<file path="src/rtl/alu_sequencer_pkg.sv">
// Shared types and constants for the ALU command sequencer and its register file.
package alu_sequencer_pkg;

    localparam int unsigned DATA_W = 8;
    localparam int unsigned IDX_W  = 2;

    typedef enum logic [1:0] {
        CMD_LOAD = 2'd0,
        CMD_ADD  = 2'd1,
        CMD_SUB  = 2'd2,
        CMD_READ = 2'd3
    } cmd_code_e;

    typedef enum logic [1:0] {
        ST_IDLE    = 2'd0,
        ST_ISSUE   = 2'd1,
        ST_CAPTURE = 2'd2,
        ST_RESP    = 2'd3
    } state_e;

endpackage

</file>
<file path="src/rtl/reg_file4x8.sv">
// Register file: one synchronous write port, two asynchronous read ports, async clear.
module reg_file4x8
    import alu_sequencer_pkg::*;
#(
    parameter int unsigned NREG = 4
) (
    input  logic              clk,
    input  logic              rst_n,
    input  logic              we_i,
    input  logic [IDX_W-1:0]  waddr_i,
    input  logic [DATA_W-1:0] wdata_i,
    input  logic [IDX_W-1:0]  raddr_a_i,
    output logic [DATA_W-1:0] rdata_a_o,
    input  logic [IDX_W-1:0]  raddr_b_i,
    output logic [DATA_W-1:0] rdata_b_o
);

    logic [DATA_W-1:0] regs_q [NREG];

    always_ff @(posedge clk or negedge rst_n) begin
        if (!rst_n) begin
            for (int i = 0; i < int'(NREG); i++) begin
                regs_q[i] <= '0;
            end
        end else if (we_i) begin
            regs_q[waddr_i] <= wdata_i;
        end
    end

    assign rdata_a_o = regs_q[raddr_a_i];
    assign rdata_b_o = regs_q[raddr_b_i];

endmodule

</file>
<file path="src/rtl/alu_sequencer.sv">
// Command sequencer: LOAD/READ answer in one cycle, ADD/SUB drive an external
// adder/subtractor for two cycles before answering. One command in flight.
module alu_sequencer
    import alu_sequencer_pkg::*;
#(
    parameter int unsigned NREG = 4
) (
    input  logic              clk,
    input  logic              rst_n,
    input  logic              cmd_valid,
    output logic              cmd_ready,
    input  logic [1:0]        cmd_code,
    input  logic [IDX_W-1:0]  cmd_rd,
    input  logic [IDX_W-1:0]  cmd_rs,
    input  logic [DATA_W-1:0] cmd_imm,
    output logic              alu_op,
    output logic [DATA_W-1:0] alu_a,
    output logic [DATA_W-1:0] alu_b,
    input  logic [DATA_W-1:0] alu_result,
    output logic              rsp_valid,
    input  logic              rsp_ready,
    output logic [DATA_W-1:0] rsp_data,
    output logic              rsp_zero
);

    state_e            state_q, state_d;
    logic [IDX_W-1:0]  rd_q, rd_d;
    logic              alu_op_q, alu_op_d;
    logic [DATA_W-1:0] alu_a_q, alu_a_d;
    logic [DATA_W-1:0] alu_b_q, alu_b_d;
    logic [DATA_W-1:0] rsp_data_q, rsp_data_d;
    logic              rsp_valid_q, rsp_valid_d;
    logic              cmd_ready_q, cmd_ready_d;

    logic              rf_we;
    logic [IDX_W-1:0]  rf_waddr;
    logic [DATA_W-1:0] rf_wdata;
    logic [DATA_W-1:0] rf_rdata_a;
    logic [DATA_W-1:0] rf_rdata_b;

    // Read ports address straight from the command so operands are sampled
    // at accept time; this makes rd == rs see the pre-write value.
    reg_file4x8 #(
        .NREG (NREG)
    ) u_reg_file (
        .clk       (clk),
        .rst_n     (rst_n),
        .we_i      (rf_we),
        .waddr_i   (rf_waddr),
        .wdata_i   (rf_wdata),
        .raddr_a_i (cmd_rd),
        .rdata_a_o (rf_rdata_a),
        .raddr_b_i (cmd_rs),
        .rdata_b_o (rf_rdata_b)
    );

    always_ff @(posedge clk or negedge rst_n) begin
        if (!rst_n) begin
            state_q     <= ST_IDLE;
            rd_q        <= '0;
            alu_op_q    <= 1'b0;
            alu_a_q     <= '0;
            alu_b_q     <= '0;
            rsp_data_q  <= '0;
            rsp_valid_q <= 1'b0;
            cmd_ready_q <= 1'b1;
        end else begin
            state_q     <= state_d;
            rd_q        <= rd_d;
            alu_op_q    <= alu_op_d;
            alu_a_q     <= alu_a_d;
            alu_b_q     <= alu_b_d;
            rsp_data_q  <= rsp_data_d;
            rsp_valid_q <= rsp_valid_d;
            cmd_ready_q <= cmd_ready_d;
        end
    end

    always_comb begin
        state_d    = state_q;
        rd_d       = rd_q;
        alu_op_d   = alu_op_q;
        alu_a_d    = alu_a_q;
        alu_b_d    = alu_b_q;
        rsp_data_d = rsp_data_q;
        rf_we      = 1'b0;
        rf_waddr   = rd_q;
        rf_wdata   = alu_result;

        case (state_q)
            ST_IDLE: begin
                if (cmd_valid && cmd_ready_q) begin
                    rd_d = cmd_rd;
                    case (cmd_code_e'(cmd_code))
                        CMD_LOAD: begin
                            rf_we      = 1'b1;
                            rf_waddr   = cmd_rd;
                            rf_wdata   = cmd_imm;
                            rsp_data_d = cmd_imm;
                            state_d    = ST_RESP;
                        end
                        CMD_READ: begin
                            rsp_data_d = rf_rdata_b;
                            state_d    = ST_RESP;
                        end
                        CMD_ADD, CMD_SUB: begin
                            alu_op_d = (cmd_code_e'(cmd_code) == CMD_ADD);
                            alu_a_d  = rf_rdata_a;
                            alu_b_d  = rf_rdata_b;
                            state_d  = ST_ISSUE;
                        end
                        default: state_d = ST_IDLE;
                    endcase
                end
            end
            ST_ISSUE: begin
                state_d = ST_CAPTURE;
            end
            ST_CAPTURE: begin
                rf_we      = 1'b1;
                rf_waddr   = rd_q;
                rf_wdata   = alu_result;
                rsp_data_d = alu_result;
                state_d    = ST_RESP;
            end
            ST_RESP: begin
                if (rsp_ready) begin
                    state_d = ST_IDLE;
                end
            end
            default: state_d = ST_IDLE;
        endcase

        rsp_valid_d = (state_d == ST_RESP);
        cmd_ready_d = (state_d == ST_IDLE);
    end

    assign cmd_ready = cmd_ready_q;
    assign alu_op    = alu_op_q;
    assign alu_a     = alu_a_q;
    assign alu_b     = alu_b_q;
    assign rsp_valid = rsp_valid_q;
    assign rsp_data  = rsp_data_q;
    assign rsp_zero  = (rsp_data_q == '0);

endmodule

</file>
<file path="config.mk">
export PLATFORM = sky130hd
export DESIGN_NAME = alu_sequencer
export DESIGN_NICKNAME = d
export VERILOG_FILES = /design/src/rtl/alu_sequencer_pkg.sv /design/src/rtl/reg_file4x8.sv /design/src/rtl/alu_sequencer.sv
export SDC_FILE = /design/constraint.sdc
export NUM_CORES = 1
export LEC_CHECK = 0
export ABC_AREA = 1
export BUFFER_PORTS_ARGS = -buffer_cell sky130_fd_sc_hd__buf_4
export CORE_MARGIN = 3
export CORE_UTILIZATION = 35
export CTS_BUF_LIST = sky130_fd_sc_hd__clkbuf_8
export DETAILED_ROUTE_END_ITERATION = 12
export GPL_ROUTABILITY_DRIVEN = 0
export MAX_ROUTING_LAYER = met4
export PLACE_DENSITY_LB_ADDON = 0.08
export SLEW_MARGIN = 20
export SYNTH_ARGS = -nofsm -noshare
export SYNTH_HDL_FRONTEND = slang
export SYNTH_SLANG_ARGS = --single-unit
</file>
<file path="constraint.sdc">
create_clock -name clk -period 4.5 [get_ports clk]
set_clock_uncertainty 0.2 [all_clocks]
set_input_delay 0.9 -clock clk [delete_from_list [all_inputs] [get_ports clk]]
set_output_delay 0.9 -clock clk [all_outputs]
set_load 0.01 [all_outputs]
</file>
Word-level counts from Yosys, hierarchy flattened
Cells that the tools add are included.
{"block": "classes", "n_bitwise": 3, "order_cmp": 4, "n_reduce_logical": 12, "mux": 25, "n_eq_ne": 9}
{"op": "$mux 8", "count": 9}
{"op": "$bmux 8 s2", "count": 2}
{"op": "$bwmux 32", "count": 1}
{"op": "$pmux 8 s2", "count": 2}
{"op": "$demux 8 s2", "count": 1}
{"op": "$eq 2x2->1 const B", "count": 5}
{"op": "$mux 2", "count": 5}
{"op": "$ge 3x3->1 const B", "count": 3}
{"op": "$not 2->3", "count": 3}
{"op": "$logic_not 8->1", "count": 1}
{"op": "$pmux 2 s4", "count": 1}
{"op": "$logic_not 2->1", "count": 3}
{"op": "$reduce_and 3->1", "count": 2}
{"op": "$eq 2x1->1 const B", "count": 2}
{"op": "$pmux 2 s2", "count": 1}
{"op": "$reduce_or 2->1", "count": 2}
{"op": "$lt 3x1->1 const B", "count": 1}
{"op": "$ne 3x1->1 const B", "count": 1}
{"op": "$logic_and 1x1->1", "count": 2}
{"op": "$mux 1", "count": 2}
{"op": "$ne 2x2->1 const B", "count": 1}
{"op": "$pmux 1 s2", "count": 1}
{"op": "$reduce_and 2->1", "count": 1}
{"op": "$reduce_bool 2->1", "count": 1}
{"block": "totals", "ff_bits": 63, "output_inout_bits": 28}

Depth between registers and ports, before layout
{"block": "logic_depth", "word_depth": 10, "depth_mapped": 11, "mapped_depth_nobuf": 9}

Cells and area by module
Synthesis repeated with hierarchy kept, for this count alone.
{"block": "hier_totals", "hier_cells": 541, "hier_area_um2": 3742.3}
{"module": "reg_file4x8", "instances": 1, "cells_each": 297, "seq_area_each_um2": 800.8, "area_each_um2": 2053.2}
{"module": "alu_sequencer", "instances": 1, "cells_each": 244, "seq_area_each_um2": 777.0, "area_each_um2": 1689.1}

Least setup slack after synthesis
OpenSTA, ideal clock, no wires.
{"block": "synth_timing", "path_kind": "input port to flip-flop", "startpoint": "input port cmd_code[0]", "endpoint": "register rsp_data_q[2] (netlist: rsp_data[2])", "required_time_ps": 4184, "path_buffers": 1, "cell_stages": 9, "arrival_ps": 1931, "slack_ps": 2253, "setup_ps": 116, "path_cell_list": "inv_1 ha_1 inv_1 nand2_1 a31oi_2 buf_2 nor2_1 nand2_1 nand2_1"}
{"block": "synth_between", "elab_chain_cells": 4, "elab_cells_between_ends": 7}
{"element": "start: declaration", "line": "alu_sequencer.sv:12", "text": "input logic [1:0] cmd_code,"}
{"element": "$eq 2x2->1 / $logic_not 2->1 (equally long branches)", "line": "alu_sequencer.sv:94", "text": "case (cmd_code_e'(cmd_code))"}
{"element": "$pmux 8 s2", "line": "alu_sequencer.sv:94"}
{"element": "$mux 8", "line": "alu_sequencer.sv:92", "text": "if (cmd_valid && cmd_ready_q) begin"}
{"element": "$pmux 8 s2", "line": "alu_sequencer.sv:90", "text": "case (state_q)"}
{"element": "end signal: assignment", "line": "alu_sequencer.sv:73", "text": "rsp_data_q <= rsp_data_d;"}
{"element": "end: declaration", "line": "alu_sequencer.sv:31", "text": "logic [DATA_W-1:0] rsp_data_q, rsp_data_d;"}
Parallel ways exist; a longest one is shown, timed or not. The select of a mux whose other input is x is not followed.
A chain may end at the register's enable or synchronous reset.

Worst setup path in the final report
{"block": "layout_timing", "startpoint": "input port cmd_code[0]", "endpoint": "register rsp_data_q[3] (netlist: rsp_data[3])"}
The elaborated chain is that of the path after synthesis.

==> results <==
- The flow ran to the end, and the final reports show no timing, DRC or antenna violations.
- The first-pass iteration count of the detailed router is 5.
- Once placement finished, the instance area stood at 0.00395 mm2.
- Among cell families on the critical path, the largest total delay comes from compound AO/OA/AOI/OAI gates.
- The synthesized-area fraction occupied by ao, oa, aoi and oai cells is 6.09%.
- The largest individual stage delay along the critical path comes from the cell sky130_fd_sc_hd__a31oi_2.
- The number of setup violations in the final report is 0.
- The number of fill cells is 1037.
- After detailed routing, the average wire length per cell comes to 15.9 um.
- The die is 106 um wide.
- The number of buffers inserted by port buffering is 53.
- The clock latency on the worst-skew pair is 0.34 ns.
- Detailed routing inserted a total of 3262 vias.
- At the placement stage, the worst setup path has a slack of 1.66 ns.
- After detailed routing, the number of remaining DRC violations is 0.
- After synthesis, the mean cell area works out to 7.36 um2.
- Global routing consumed, over all layers together, 19.7% of the routing resources.
- The critical path buffer and inverter count is 3.
- Using the TritonRoute via totals, the vias-per-cell ratio works out to 5.00.
- The arithmetic-cell share of the synthesized area counting full adders, half adders and majority gates is 1.44%.
- The sum of internal, switching and leakage power is 0.00257 W.
- Data on the critical path arrives at its endpoint at 2.54 ns.
- The die is 106 um tall.
- The maximum fanout along the worst path is 13.
- The clock passes through at most 2 buffers.
- The buffers inserted during post-CTS setup optimization is 0.
- In the final layout, the share of cells above drive strength 1 is 17.2%.
- The clock net in this run drives a total of 63 sinks.
- The element type at the critical path start is an input port.
- The number of levels the H-tree was split into is 3.
- The share of cell area taken by muxes after synthesis is 0%.
- Counting I/O delays and the setup requirement, the final critical path takes 2.51 ns.
- For this run, the slowest stage of the critical path takes 0.52 ns.
- The synthesized netlist occupies a cell area of 0.00347 mm2.
- The clock root buffer is sky130_fd_sc_hd__clkbuf_8.
- The register bit total from synthesis is 63.
- The post-synth net total is 502.
- Post-CTS repair changed the size of 0 cells.
- The die area is 0.0112 mm2.
- The slew at the pin closest to its max-slew limit is 0.835 ns.
- Counting stages on the worst path, the most repeated cell is sky130_fd_sc_hd__nand2_1.
- The largest net degree at the start of global routing is 64.
- The CTS tree is done.
- The number of antenna repair diodes is 0.
- The maximum vdd drop is 267 uV.
- Counting the buffers created by CTS gives 9.
- The worst setup path is captured at a flop.
- Detailed placement finished with a half-perimeter wire length of 7210 um.
- The signal on the critical path passes through buf_4 > ha_1 > inv_1 > nand2_1 > a31oi_2 > inv_1 > nand2_1 > nand2_1.
- For this design, the CTS-stage hold fixing added 0 buffers.
- In the layout the commonest cells are sky130_fd_sc_hd__nand2_1, sky130_fd_sc_hd__dfrtp_1, sky130_fd_sc_hd__nand3_1, sky130_fd_sc_hd__buf_4, sky130_fd_sc_hd__nor2_1.
- The count of final hold-check violations is 0.
- The remaining global-route overflow is 0.
- The number of global-route vias before repair was 3021.
- The floorplan step defined a core boundary enclosing 0.00946 mm2.
- The worst setup path is of the input port to flop kind.
- In this run, the number of DRC markers left after iteration 0 of detailed routing was 300.
- For this configuration, the core starts out at a cell density of 36.7%.
- After clock tree synthesis, the clock-pin slew on the worst setup and hold paths is 0.07 ns.
- The final worst-path setup slack is 1.99 ns.
- The power density over the cells is 624 mW/mm2.
- Pin placement for this block handled 54 I/O pins.
- The first-pass GRT wire length is 16600 um.
- The count of yosys warnings during synthesis is 0.
- Once detail routing completed, the nets flagged for antenna violations numbered 0.
- The final-layout setup total negative slack is 0 ns.
- Setup repair after global routing left no endpoint under its margin.
- For this run, the top clock speed supported by timing is 398 MHz.
- The gate count of the mapped netlist is 472.
- After floorplanning, the core was divided into 35 placement rows.
- The cell leakage power is 2.22 nW.
- In the finished design, the share of the clock period the worst path needs comes to 55.9%.
- The number of max-cap violations is 0.
- The number of antenna violations at the first check in global routing is 0.
- The final count of pins violating max slew came to 0.
- The tightest min-delay check is of the flop to flop type.
- The aggregate routed wire length is 10400 um.
- The endpoint required time on the critical path is 4.52 ns.
- The post-synthesis to final-layout area growth is 18.5%.
- The fraction of the mapped netlist area in simple logic gates is 42.1%.
- The largest family of logic cells by synthesized area is simple AND/OR/NAND/NOR gates.
- In this run the tightest slew margin relative to its limit is 44.3%.
- The share of synthesized area occupied by flip-flops and latches is 45.4%.
- The final non-filler cell area is 0.00411 mm2.
- The count of unique library cells instantiated by Yosys is 29.
- The library cell used most frequently in the layout, excluding fill and tap cells, is sky130_fd_sc_hd__nand2_1.
- The post-synthesis xor/xnor area fraction is 0%.
- In the final design database the tool counted 551 nets.
==> worst reg2reg max path, stage by stage (launching register included) <==
cell                       delay [ns]
sky130_fd_sc_hd__dfstp_2         0.53
sky130_fd_sc_hd__nand2_1         0.06
sky130_fd_sc_hd__clkinv_2        0.12
sky130_fd_sc_hd__nand4_1         0.11
sky130_fd_sc_hd__nand2_2         0.34
sky130_fd_sc_hd__nand3_2         0.31
sky130_fd_sc_hd__nand2_1         0.15
sky130_fd_sc_hd__nand2_1         0.06
==> sequential cells by signal, summed over array words and instances (netlist names) <==
name	count
alu_a	8
alu_op	1
rd_q	2
state_q	2
rsp_valid	1
cmd_ready	1
alu_b	8
rsp_data	8
u_reg_file.regs_q	32
==> cell type report <==
| type | count | area, um2 | area share [%] |
|---|---|---|---|
| timing repair buffer | 55 | 413 | 10.0 |
| clock buffer | 11 | 151 | 3.68 |
| sequential | 63 | 1580 | 38.4 |
| multi-input combinational | 373 | 1720 | 41.9 |
| inverter | 19 | 72.6 | 1.76 |
| clock inverter | 3 | 12.5 | 0.304 |
| tap | 129 | 161 | 3.92 |
==> report_power, final <==
group	switching, W	leakage (nW)	internal [W]	total (W)
Clock	0.000213	0.0937	0.000219	0.000432
Sequential	0.000190	0.801	0.000822	0.00101
Combinational	0.000698	1.33	0.000425	0.00112
==> cell usage after synthesis <==
master / number / area [um2]
sky130_fd_sc_hd__inv_1: 15 / 56.3
sky130_fd_sc_hd__nor2_8: 4 / 80.1
sky130_fd_sc_hd__ha_1: 4 / 50.1
sky130_fd_sc_hd__o21ai_0: 24 / 120
sky130_fd_sc_hd__nand3_1: 56 / 280
sky130_fd_sc_hd__nand3_2: 5 / 50.1
sky130_fd_sc_hd__clkinv_2: 1 / 5.00
sky130_fd_sc_hd__o21ai_1: 3 / 15.0
sky130_fd_sc_hd__clkinv_1: 1 / 3.75
sky130_fd_sc_hd__nor4_1: 1 / 6.26
sky130_fd_sc_hd__dfrtp_1: 62 / 1550
sky130_fd_sc_hd__buf_2: 9 / 45.0
sky130_fd_sc_hd__nand4_1: 4 / 25.0
sky130_fd_sc_hd__o221ai_1: 1 / 8.76
sky130_fd_sc_hd__nor2_4: 2 / 22.5
sky130_fd_sc_hd__nor2_1: 34 / 128
sky130_fd_sc_hd__buf_6: 3 / 33.8
sky130_fd_sc_hd__inv_2: 2 / 7.51
sky130_fd_sc_hd__a31oi_2: 1 / 12.5
sky130_fd_sc_hd__nor3_1: 1 / 5.00
sky130_fd_sc_hd__o22ai_1: 8 / 50.1
sky130_fd_sc_hd__dfstp_2: 1 / 26.3
sky130_fd_sc_hd__buf_1: 1 / 3.75
sky130_fd_sc_hd__nand2_4: 1 / 11.3
sky130_fd_sc_hd__nand2_2: 6 / 37.5
sky130_fd_sc_hd__nand2_1: 216 / 811
sky130_fd_sc_hd__a21oi_1: 1 / 5.00
sky130_fd_sc_hd__and2_1: 1 / 6.26
sky130_fd_sc_hd__clkbuf_1: 4 / 15.0
==> metal layers <==
layer,wire (um),GRT usage [%],vias up
met2,4740,28.7,104
met3,597,3.86,16
met5,0,-,-
met4,178,5.74,0
met1,4900,27.8,1533
li1,-,-,1609
==> final timing paths <==
check                             from                    end  slack (ns)  depth (start not counted)
max reg2reg                  cmd_ready  u_reg_file.regs_q[31]        2.50                          7
min                           alu_a[2]               alu_a[2]        0.28                          2
min in group asynchronous        rst_n               alu_a[5]        0.45                          1
max                        cmd_code[0]            rsp_data[3]        1.99                          8
min reg2reg                   alu_a[2]               alu_a[2]        0.28                          2
max in group asynchronous        rst_n  u_reg_file.regs_q[31]        3.09                          1
==> cells by family (layout without fill, tap and decap cells) <==
family,after synthesis,in the layout
and+or+nand+nor,331,331
AOI/OAI and AO/OA,38,38
buffers and inverters,36,88
adders and majority gates,4,4
DFF,63,63
==> stage by stage <==
stage,hold WS [ns],cells,utilization [%]
floorplan,0.266,472,-
global placement,0.265,639,41.7
detailed placement,0.267,639,41.7
CTS,0.284,653,43.5
global route,0.301,653,43.5
finish,0.281,653,43.5
No activity file was read; power rests on OpenSTA's default activity.
